## src/rtl/usb_tx_pkg.sv

```systemverilog
// rtl/usb_tx_pkg.sv - shared register map, header magic and state encodings for the USB link
package usb_tx_pkg;

    // Word indices (byte offset / 4); the receive block decodes the same map
    localparam logic [2:0] REG_DATA   = 3'd1;
    localparam logic [2:0] REG_STATUS = 3'd2;
    localparam logic [2:0] REG_CTRL   = 3'd3;
    localparam logic [2:0] REG_LEN    = 3'd4;
    localparam logic [2:0] REG_PKTCNT = 3'd5;

    localparam int ST_SPACE = 0;
    localparam int ST_OPEN  = 1;
    localparam int ST_OVF   = 2;
    localparam int ST_ERR   = 3;
    localparam int ST_IDLE  = 4;

    localparam logic [15:0] HDR_MAGIC = 16'hA55A;

    typedef enum logic [1:0] {
        S_IDLE = 2'd0,
        S_OPEN = 2'd1,
        S_PAD  = 2'd2
    } tx_state_e;

    function automatic logic [31:0] make_header(input logic [15:0] len);
        return {HDR_MAGIC, len};
    endfunction

endpackage

```

## src/rtl/fifo_sync.sv

```systemverilog
// rtl/fifo_sync.sv - single-clock 32-bit staging FIFO with occupancy count
module fifo_sync #(
    parameter int DEPTH = 4
) (
    input  logic                       clk,
    input  logic                       rst,
    input  logic                       push,
    input  logic                       pop,
    input  logic [31:0]                din,
    output logic [31:0]                dout,
    output logic [$clog2(DEPTH):0]     count,
    output logic                       empty,
    output logic                       full
);
    localparam int AW = $clog2(DEPTH);

    logic [31:0]   mem [DEPTH];
    logic [AW-1:0] wr_ptr;
    logic [AW-1:0] rd_ptr;
    logic          do_push;
    logic          do_pop;

    assign empty   = (count == '0);
    assign full    = (count == (AW+1)'(DEPTH));
    assign do_push = push && !full;
    assign do_pop  = pop && !empty;
    assign dout    = mem[rd_ptr];

    // Power-of-two depth lets the pointers wrap by natural overflow
    always_ff @(posedge clk) begin
        if (rst) begin
            wr_ptr <= '0;
            rd_ptr <= '0;
            count  <= '0;
        end else begin
            if (do_push) wr_ptr <= wr_ptr + 1'b1;
            if (do_pop)  rd_ptr <= rd_ptr + 1'b1;
            count <= count + {{AW{1'b0}}, do_push} - {{AW{1'b0}}, do_pop};
        end
    end

    always_ff @(posedge clk) begin
        if (do_push) mem[wr_ptr] <= din;
    end

endmodule

```

## src/rtl/usb_tx.sv

```systemverilog
// rtl/usb_tx.sv - CPU transmit register block: framing, staging FIFO and USB outbound push
module usb_tx
    import usb_tx_pkg::*;
#(
    parameter int DEPTH = 4
) (
    input  logic        clk,
    input  logic        rst,
    input  logic        mem_valid,
    output logic        mem_ready,
    input  logic [31:0] mem_addr,
    input  logic [31:0] mem_wdata,
    input  logic [3:0]  mem_wstrb,
    output logic [31:0] mem_rdata,
    output logic        out_push,
    input  logic        out_nfull,
    output logic [31:0] out_data
);
    localparam int CW = $clog2(DEPTH) + 1;

    tx_state_e     state, state_n;
    logic [15:0]   remaining, remaining_n;
    logic          ovf, err;
    logic [31:0]   pkt_cnt;

    logic          bus_req, wr_en, rd_en;
    logic [2:0]    reg_idx;
    logic          w_data, w_len, w_ctrl;
    logic          space, fifo_empty, fifo_full;
    logic [CW-1:0] fifo_count;
    logic          fifo_push;
    logic [31:0]   fifo_din;
    logic          ovf_set, err_set, pkt_inc, flag_clr;
    logic [31:0]   rd_val;
    logic          unused_ok;

    assign bus_req  = mem_valid && !mem_ready;
    assign wr_en    = bus_req && (mem_wstrb != 4'b0);
    assign rd_en    = bus_req && (mem_wstrb == 4'b0);
    assign reg_idx  = mem_addr[4:2];
    assign w_data   = wr_en && (reg_idx == REG_DATA);
    assign w_len    = wr_en && (reg_idx == REG_LEN);
    assign w_ctrl   = wr_en && (reg_idx == REG_CTRL);
    assign flag_clr = w_ctrl && mem_wdata[0];

    // Space comes from the registered count, so a same-cycle pop never frees a slot
    assign space    = (fifo_count != CW'(DEPTH));
    assign out_push = !fifo_empty && out_nfull;
    assign unused_ok = &{1'b0, mem_addr[31:5], mem_addr[1:0], fifo_full};

    fifo_sync #(.DEPTH(DEPTH)) u_fifo (
        .clk   (clk),
        .rst   (rst),
        .push  (fifo_push),
        .pop   (out_push),
        .din   (fifo_din),
        .dout  (out_data),
        .count (fifo_count),
        .empty (fifo_empty),
        .full  (fifo_full)
    );

    always_comb begin
        state_n     = state;
        remaining_n = remaining;
        fifo_push   = 1'b0;
        fifo_din    = 32'h0;
        ovf_set     = 1'b0;
        err_set     = 1'b0;
        pkt_inc     = 1'b0;
        case (state)
            S_IDLE: begin
                if (w_len && mem_wdata[15:0] != 16'h0) begin
                    if (!space) begin
                        ovf_set = 1'b1;
                    end else begin
                        fifo_push   = 1'b1;
                        fifo_din    = make_header(mem_wdata[15:0]);
                        remaining_n = mem_wdata[15:0];
                        state_n     = S_OPEN;
                    end
                end
                if (w_data) err_set = 1'b1;
            end
            S_OPEN: begin
                if (w_data) begin
                    if (space) begin
                        fifo_push   = 1'b1;
                        fifo_din    = mem_wdata;
                        remaining_n = remaining - 16'd1;
                        if (remaining == 16'd1) begin
                            state_n = S_IDLE;
                            pkt_inc = 1'b1;
                        end
                    end else begin
                        ovf_set = 1'b1;
                    end
                end
                if (w_len) err_set = 1'b1;
                if (w_ctrl && mem_wdata[1]) state_n = S_PAD;
            end
            S_PAD: begin
                if (w_data || w_len) err_set = 1'b1;
                if (space) begin
                    fifo_push   = 1'b1;
                    remaining_n = remaining - 16'd1;
                    if (remaining == 16'd1) state_n = S_IDLE;
                end
            end
            default: state_n = S_IDLE;
        endcase
    end

    always_comb begin
        rd_val = 32'h0;
        case (reg_idx)
            REG_STATUS: begin
                rd_val[ST_SPACE] = space;
                rd_val[ST_OPEN]  = (state != S_IDLE);
                rd_val[ST_OVF]   = ovf;
                rd_val[ST_ERR]   = err;
                rd_val[ST_IDLE]  = (state == S_IDLE) && fifo_empty;
            end
            REG_PKTCNT: rd_val = pkt_cnt;
            default:    rd_val = 32'h0;
        endcase
    end

    always_ff @(posedge clk) begin
        if (rst) begin
            state     <= S_IDLE;
            remaining <= 16'h0;
            ovf       <= 1'b0;
            err       <= 1'b0;
            pkt_cnt   <= 32'h0;
            mem_ready <= 1'b0;
            mem_rdata <= 32'h0;
        end else begin
            state     <= state_n;
            remaining <= remaining_n;
            // A fresh error outranks a clear arriving on the same edge
            if (ovf_set)       ovf <= 1'b1;
            else if (flag_clr) ovf <= 1'b0;
            if (err_set)       err <= 1'b1;
            else if (flag_clr) err <= 1'b0;
            if (pkt_inc) pkt_cnt <= pkt_cnt + 32'd1;
            mem_ready <= bus_req;
            mem_rdata <= rd_en ? rd_val : 32'h0;
        end
    end

endmodule

```

## config.mk

```make
export PLATFORM = sky130hd
export DESIGN_NAME = usb_tx
export DESIGN_NICKNAME = d
export VERILOG_FILES = /design/src/rtl/usb_tx_pkg.sv /design/src/rtl/fifo_sync.sv /design/src/rtl/usb_tx.sv
export SDC_FILE = /design/constraint.sdc
export NUM_CORES = 1
export LEC_CHECK = 0
export ABC_AREA = 1
export BUFFER_PORTS_ARGS = -buffer_cell sky130_fd_sc_hd__buf_2
export CAP_MARGIN = 15
export CORE_MARGIN = 5
export CORE_UTILIZATION = 50
export DETAILED_ROUTE_END_ITERATION = 16
export PLACE_DENSITY = 0.71
export RECOVER_POWER = 25
export SYNTH_ARGS = -nofsm -noshare
export SYNTH_HDL_FRONTEND = slang
export SYNTH_SLANG_ARGS = --single-unit
```

## constraint.sdc

```tcl
create_clock -name clk -period 3.8 [get_ports clk]
set_clock_uncertainty 0.1 [all_clocks]
set_input_delay 0.95 -clock clk [delete_from_list [all_inputs] [get_ports clk]]
set_output_delay 0.95 -clock clk [all_outputs]
set_load 0.005 [all_outputs]
```

* Word level (Yosys, flattened, before mapping)
Memories as Yosys holds them, arrays and structs flattened. A register that Yosys moved wholly into a read port is not among the register bits.
Index checks and enable logic that the tools add are counted.
** Storage, ports and cells
- Output and inout port bits :: 66
- Input bits :: 72
- Memories kept :: 1
- Memory bits (writable) :: 128
- Register bits after elaboration :: 92
- Logic and storage cells :: 105
** Memories
- u_fifo.mem :: words 4, width 32, rd ports 1, clocked after Yosys merged registers in 1, wr ports 1, line fifo_sync.sv:17 : logic [31:0] mem [DEPTH];
** Cells by class
- Bitwise operators :: 2
- Muxes and demuxes :: 41
- Add/subtract/negate cells :: 6
- Equality and inequality tests :: 14
- Reductions and logical operators :: 30
** Operators by type and width (count)
- $mux W32 :: 4
- $mux W16 :: 4
- $pmux W32 S2 :: 1
- $pmux W16 S3 :: 1
- $add A32 B1 Y32 const B :: 1
- $mux W1 :: 18
- $eq A16 B1 Y1 const B :: 1
- $mux W2 :: 8
- $reduce_bool A16 Y1 :: 1
- $sub A16 B1 Y16 const B :: 1
- $logic_and A1 B1 Y1 :: 13
- $pmux W5 S2 :: 1
- $eq A3 B3 Y1 const B :: 3
- $eq A3 B2 Y1 const B :: 2
- $ne A2 B2 Y1 const B :: 3
- $ne A3 B3 Y1 const B :: 2
- $pmux W1 S3 :: 2
- $pmux W2 S3 :: 1
- $reduce_bool A2 Y1 :: 3
- $add A2 B1 Y2 const B :: 2
- $logic_not A4 Y1 :: 1
- $reduce_and A4 Y1 :: 1
- $reduce_bool A4 Y1 :: 1
- $add A3 B1 Y3 :: 1
- 14 further kinds :: 17

* Logic depth before layout (Yosys ltp)
- Depth in word-level cells :: 10
- Gate-level depth with buffers :: 13

* By module
A second synthesis with hierarchy kept.
** Unflattened totals
- Cells, all modules :: 1159
- Area, all modules :: 10117.2 µm²
** By module, submodules not included
- fifo_sync :: sequential area each 4023.9 µm², cells each 378, times used 1, area an instance 5262.5 µm²
- usb_tx :: sequential area each 1701.6 µm², cells each 781, times used 1, area an instance 4854.7 µm²

* Worst setup path before layout
No wires, ideal clock.
- Kind :: input-to-reg
- From :: input port mem_addr[3]
- To :: memory u_fifo.mem[0][0] (enable)
- Arrival :: 2.998 ns
- Stages on the path :: 9
- Buffers on the path :: 0
- Path slack :: 0.281 ns
- Cell sequence :: inv_2 nand2_1 nor2_2 nand3_4 nor2_4 inv_2 nand3_1 nand2_1 nor2_1
** Between the ends
- Cells in the longest elaborated chain, start to end :: 8
- Elaborated cells on any way between the ends :: 11
- Those cells by class :: eq/ne: 2; mux: 5; reduce/logical: 4
** RTL lines
- start: declaration :: line usb_tx.sv:11 : input logic [31:0] mem_addr,
- $eq A3 B3 Y1 :: line usb_tx.sv:42 : assign w_len = wr_en && (reg_idx == REG_LEN);
- $logic_and A1 B1 Y1 :: line usb_tx.sv:42
- $logic_and A1 B1 Y1 :: line usb_tx.sv:73 : if (w_len && mem_wdata[15:0] != 16'h0) begin
- $mux W1 :: line usb_tx.sv:73
- $pmux W1 S3 * :: line usb_tx.sv:71 : case (state)
- $logic_and A1 B1 Y1 * :: line fifo_sync.sv:25 : assign do_push = push && !full;
- $mux W1 * :: line fifo_sync.sv:43 : if (do_push) mem[wr_ptr] <= din;
- $mux W1 (not written as such) * :: line fifo_sync.sv:43
- end: declaration :: line fifo_sync.sv:17
Mark *: on every way between the ends. The rest lies on a longest branch, timed or not.

==> out/metrics.cfg <==
[outcome]
status=finished, violations left
violations=capacitance limit, slew limit

[floorplan]
rows=51
initial_core_util=0.510
die_h_um=151
ioPinCount=138
die_w_um=151
core_mm2=0.0196
dieArea_mm2=0.0229

[synthesis]
synth.distinct_cells=42
synth_top_area_frac=0.385
seq_area_frac_synth=0.573
synth_edf_count=128
async_reset_ff_frac=0
syn-cell-area_mm2=0.00999
avgSynthCellArea_um2=8.68
synth_nets=1238
synth_flop_cell=edfxtp_1
synth-seq-cells=222
synthTopCellsByArea=edfxtp_1, dfxtp_1, nand2_1, nor2_1, o21ai_0
synth-warning-count=0
yosys.area.top_type=edfxtp_1
synthCells=1151

[setup_path]
cp.arrival_ps=2530
critical_path_class=register to primary output
r2r_end=pkt_cnt[1]$_SDFFE_PP0P_
crit_cells=5
path_delay_family=buffers and inverters
worst-endpoint-required_ps=2750
crit_chain=clkinv_1 > buf_12 > o21ai_0 > o22ai_1 > buf_2
r2r_start=state[1]$_SDFFE_PP0P_
critPathMaxFanout=35
cp.buffers_inverters=3
crit_end=out_data[14]
cp-start-kind=register
cp-end-kind=primary output
slowest_stage=clkinv_1
ff2ff_setup_slack_ps=660
reg2regPathDepth=9
critPathMaxStageDelay_ps=750

[timing]
min_period_ps=3580
post-route-period-util=0.942
drv_slew=30
clock.fmax_mhz=279
slew_headroom=-0.124
tightest_slew_ps=1680
rsz0062_at_grt=false
hold_viol_final=0
tns_ps=0
report.final.setup_viol=0
final.setup.worst_slack_ps=221

[drt]
post_drt_via_cell_ratio=5.20
met3_length_um=1540
routedWlPerCell_um=15.2
wl_met2_um=10900
dr.pass1.iters=5
drc=0
vias=7986
wl_met1_um=10400
wl_um=23300
drtAntennaViolNets=0
drt-initial-drc-count=593
top_layer=met4

[clocking]
cts-htree-levels=1
postCtsResizedCells=0
cts.sinks=222
clkTransAtPathRegs_ps=60
postCtsSetupRepairBufs=0
numCtsBuffers=23
cts_tree=done
ctsHoldBuffers=0
cts_root_buffer=clkbuf_16
cts_buffer_depth=3
clk_latency_ps=500

[final_layout]
mostFrequentLayoutCell=nand2_1
final_cell_mix=nand2_1, nor2_1, edfxtp_1
seq_area_mm2=0.00573
stdcell_area_mm2=0.0114
diodes=0
drive_above_1_share=0.119
nFillCells=1745
fin_nets=1341
multi_input_area_mm2=0.00356
area_delta_synth_final_pct=14.3
stdcell_count=1536

[place]
portBuffers=108
gp_congestion=0.917
dp_hpwl_um=15300
placed_cells=1494
placed_area_mm2=0.0108
dp_slack_ps=622

[grt]
grt_max_degree=65
grt_remaining_overflow=0
grt_pass1_vias=7625
antenna_found_initial=0
grt_usage=0.203
grt_pass1_wl_um=37500

[hold_path]
min_path_type=register to register

[pwr]
irDropWorstVdd_mv=0.274
p_total_mw=6.23
powerDensity_mw_per_mm2=545
cellLeakagePower_nw=4.42

[run]
drv_cap=1

## kinds of logic after synthesis
family | share of synthesized area
DFF | 0.573
buffers and inverters | 0.0672
xor gates and xnor gates | 0.00613
adders and majority gates | 0.0195
and+or+nand+nor | 0.237
AOI/OAI and AO/OA | 0.0974
## power by group
part	leakage (nW)	total [mW]	switching (mW)	internal, mW
Sequential	1.95	2.68	0.0678	2.61
Clock	0.349	2.19	0.908	1.28
Combinational	2.12	1.36	0.888	0.471
Total	4.42	6.23	1.86	4.36
## cell type report
cell class | count | share of cell area
Clock inverter | 11 | 0.0101
Sequential cell | 222 | 0.501
Clock buffer | 31 | 0.0539
Timing Repair Buffer | 119 | 0.0520
Multi-Input combinational cell | 763 | 0.312
Inverter | 125 | 0.0413
Tap cell | 265 | 0.0290
## layer usage
metal	vias to the layer above	track usage
li1	4006	-
met1	3714	0.275
met2	231	0.344
met3	35	0.0332
met4	0	0.0462
met5	-	0
## how the worst min path moves through the flow
stage	startpoint	to	slack [ps]	depth (start not counted)
floorplan	u_fifo.rd_ptr[1]$_SDFFE_PP0P_	register	340	2
global placement	u_fifo.rd_ptr[0]$_SDFFE_PP0P_	u_fifo.rd_ptr[0]$_SDFFE_PP0P_	360	1
detailed placement	err$_SDFFE_PP0P_	err$_SDFFE_PP0P_	360	2
CTS	err$_SDFFE_PP0P_	err$_SDFFE_PP0P_	370	2
global route	err$_SDFFE_PP0P_	err$_SDFFE_PP0P_	390	2
finish	u_fifo.rd_ptr[0]$_SDFFE_PP0P_	u_fifo.rd_ptr[0]$_SDFFE_PP0P_	370	1
## sequential cells by signal, indices dropped and copies added (netlist names), 2 cells and up, named ones only
| register | flops |
|---|---|
| u_fifo.rd_ptr | 2 |
| mem_rdata | 32 |
| u_fifo.wr_ptr | 2 |
| remaining | 16 |
| pkt_cnt | 32 |
| u_fifo.count | 3 |
| state | 2 |
| u_fifo.mem | 128 |
## cells in the mapped netlist (2+ instances only)
cell type	number
clkinv_1	2
clkinv_2	2
xor2_1	6
nor2_4	6
o22ai_1	37
nor3_1	15
buf_6	3
ha_1	14
buf_1	2
o21bai_1	2
nand4_1	13
clkbuf_1	29
nand3_1	58
dfxtp_1	94
o21ai_0	100
nand2_2	5
nor2_2	10
a21oi_1	41
nand3b_1	2
buf_4	2
inv_2	5
nor3_2	2
inv_1	116
edfxtp_1	128
nand2_1	225
buf_2	3
nor2_1	212
and3_1	3
## per-stage QoR
stage               hold WS (ps)  utilization
floorplan                    336            -
global placement             355        0.550
detailed placement           361        0.550
CTS                          370        0.587
global route                 387        0.583
finish                       370        0.583
Note: power is estimated with default switching activity, not from simulation.
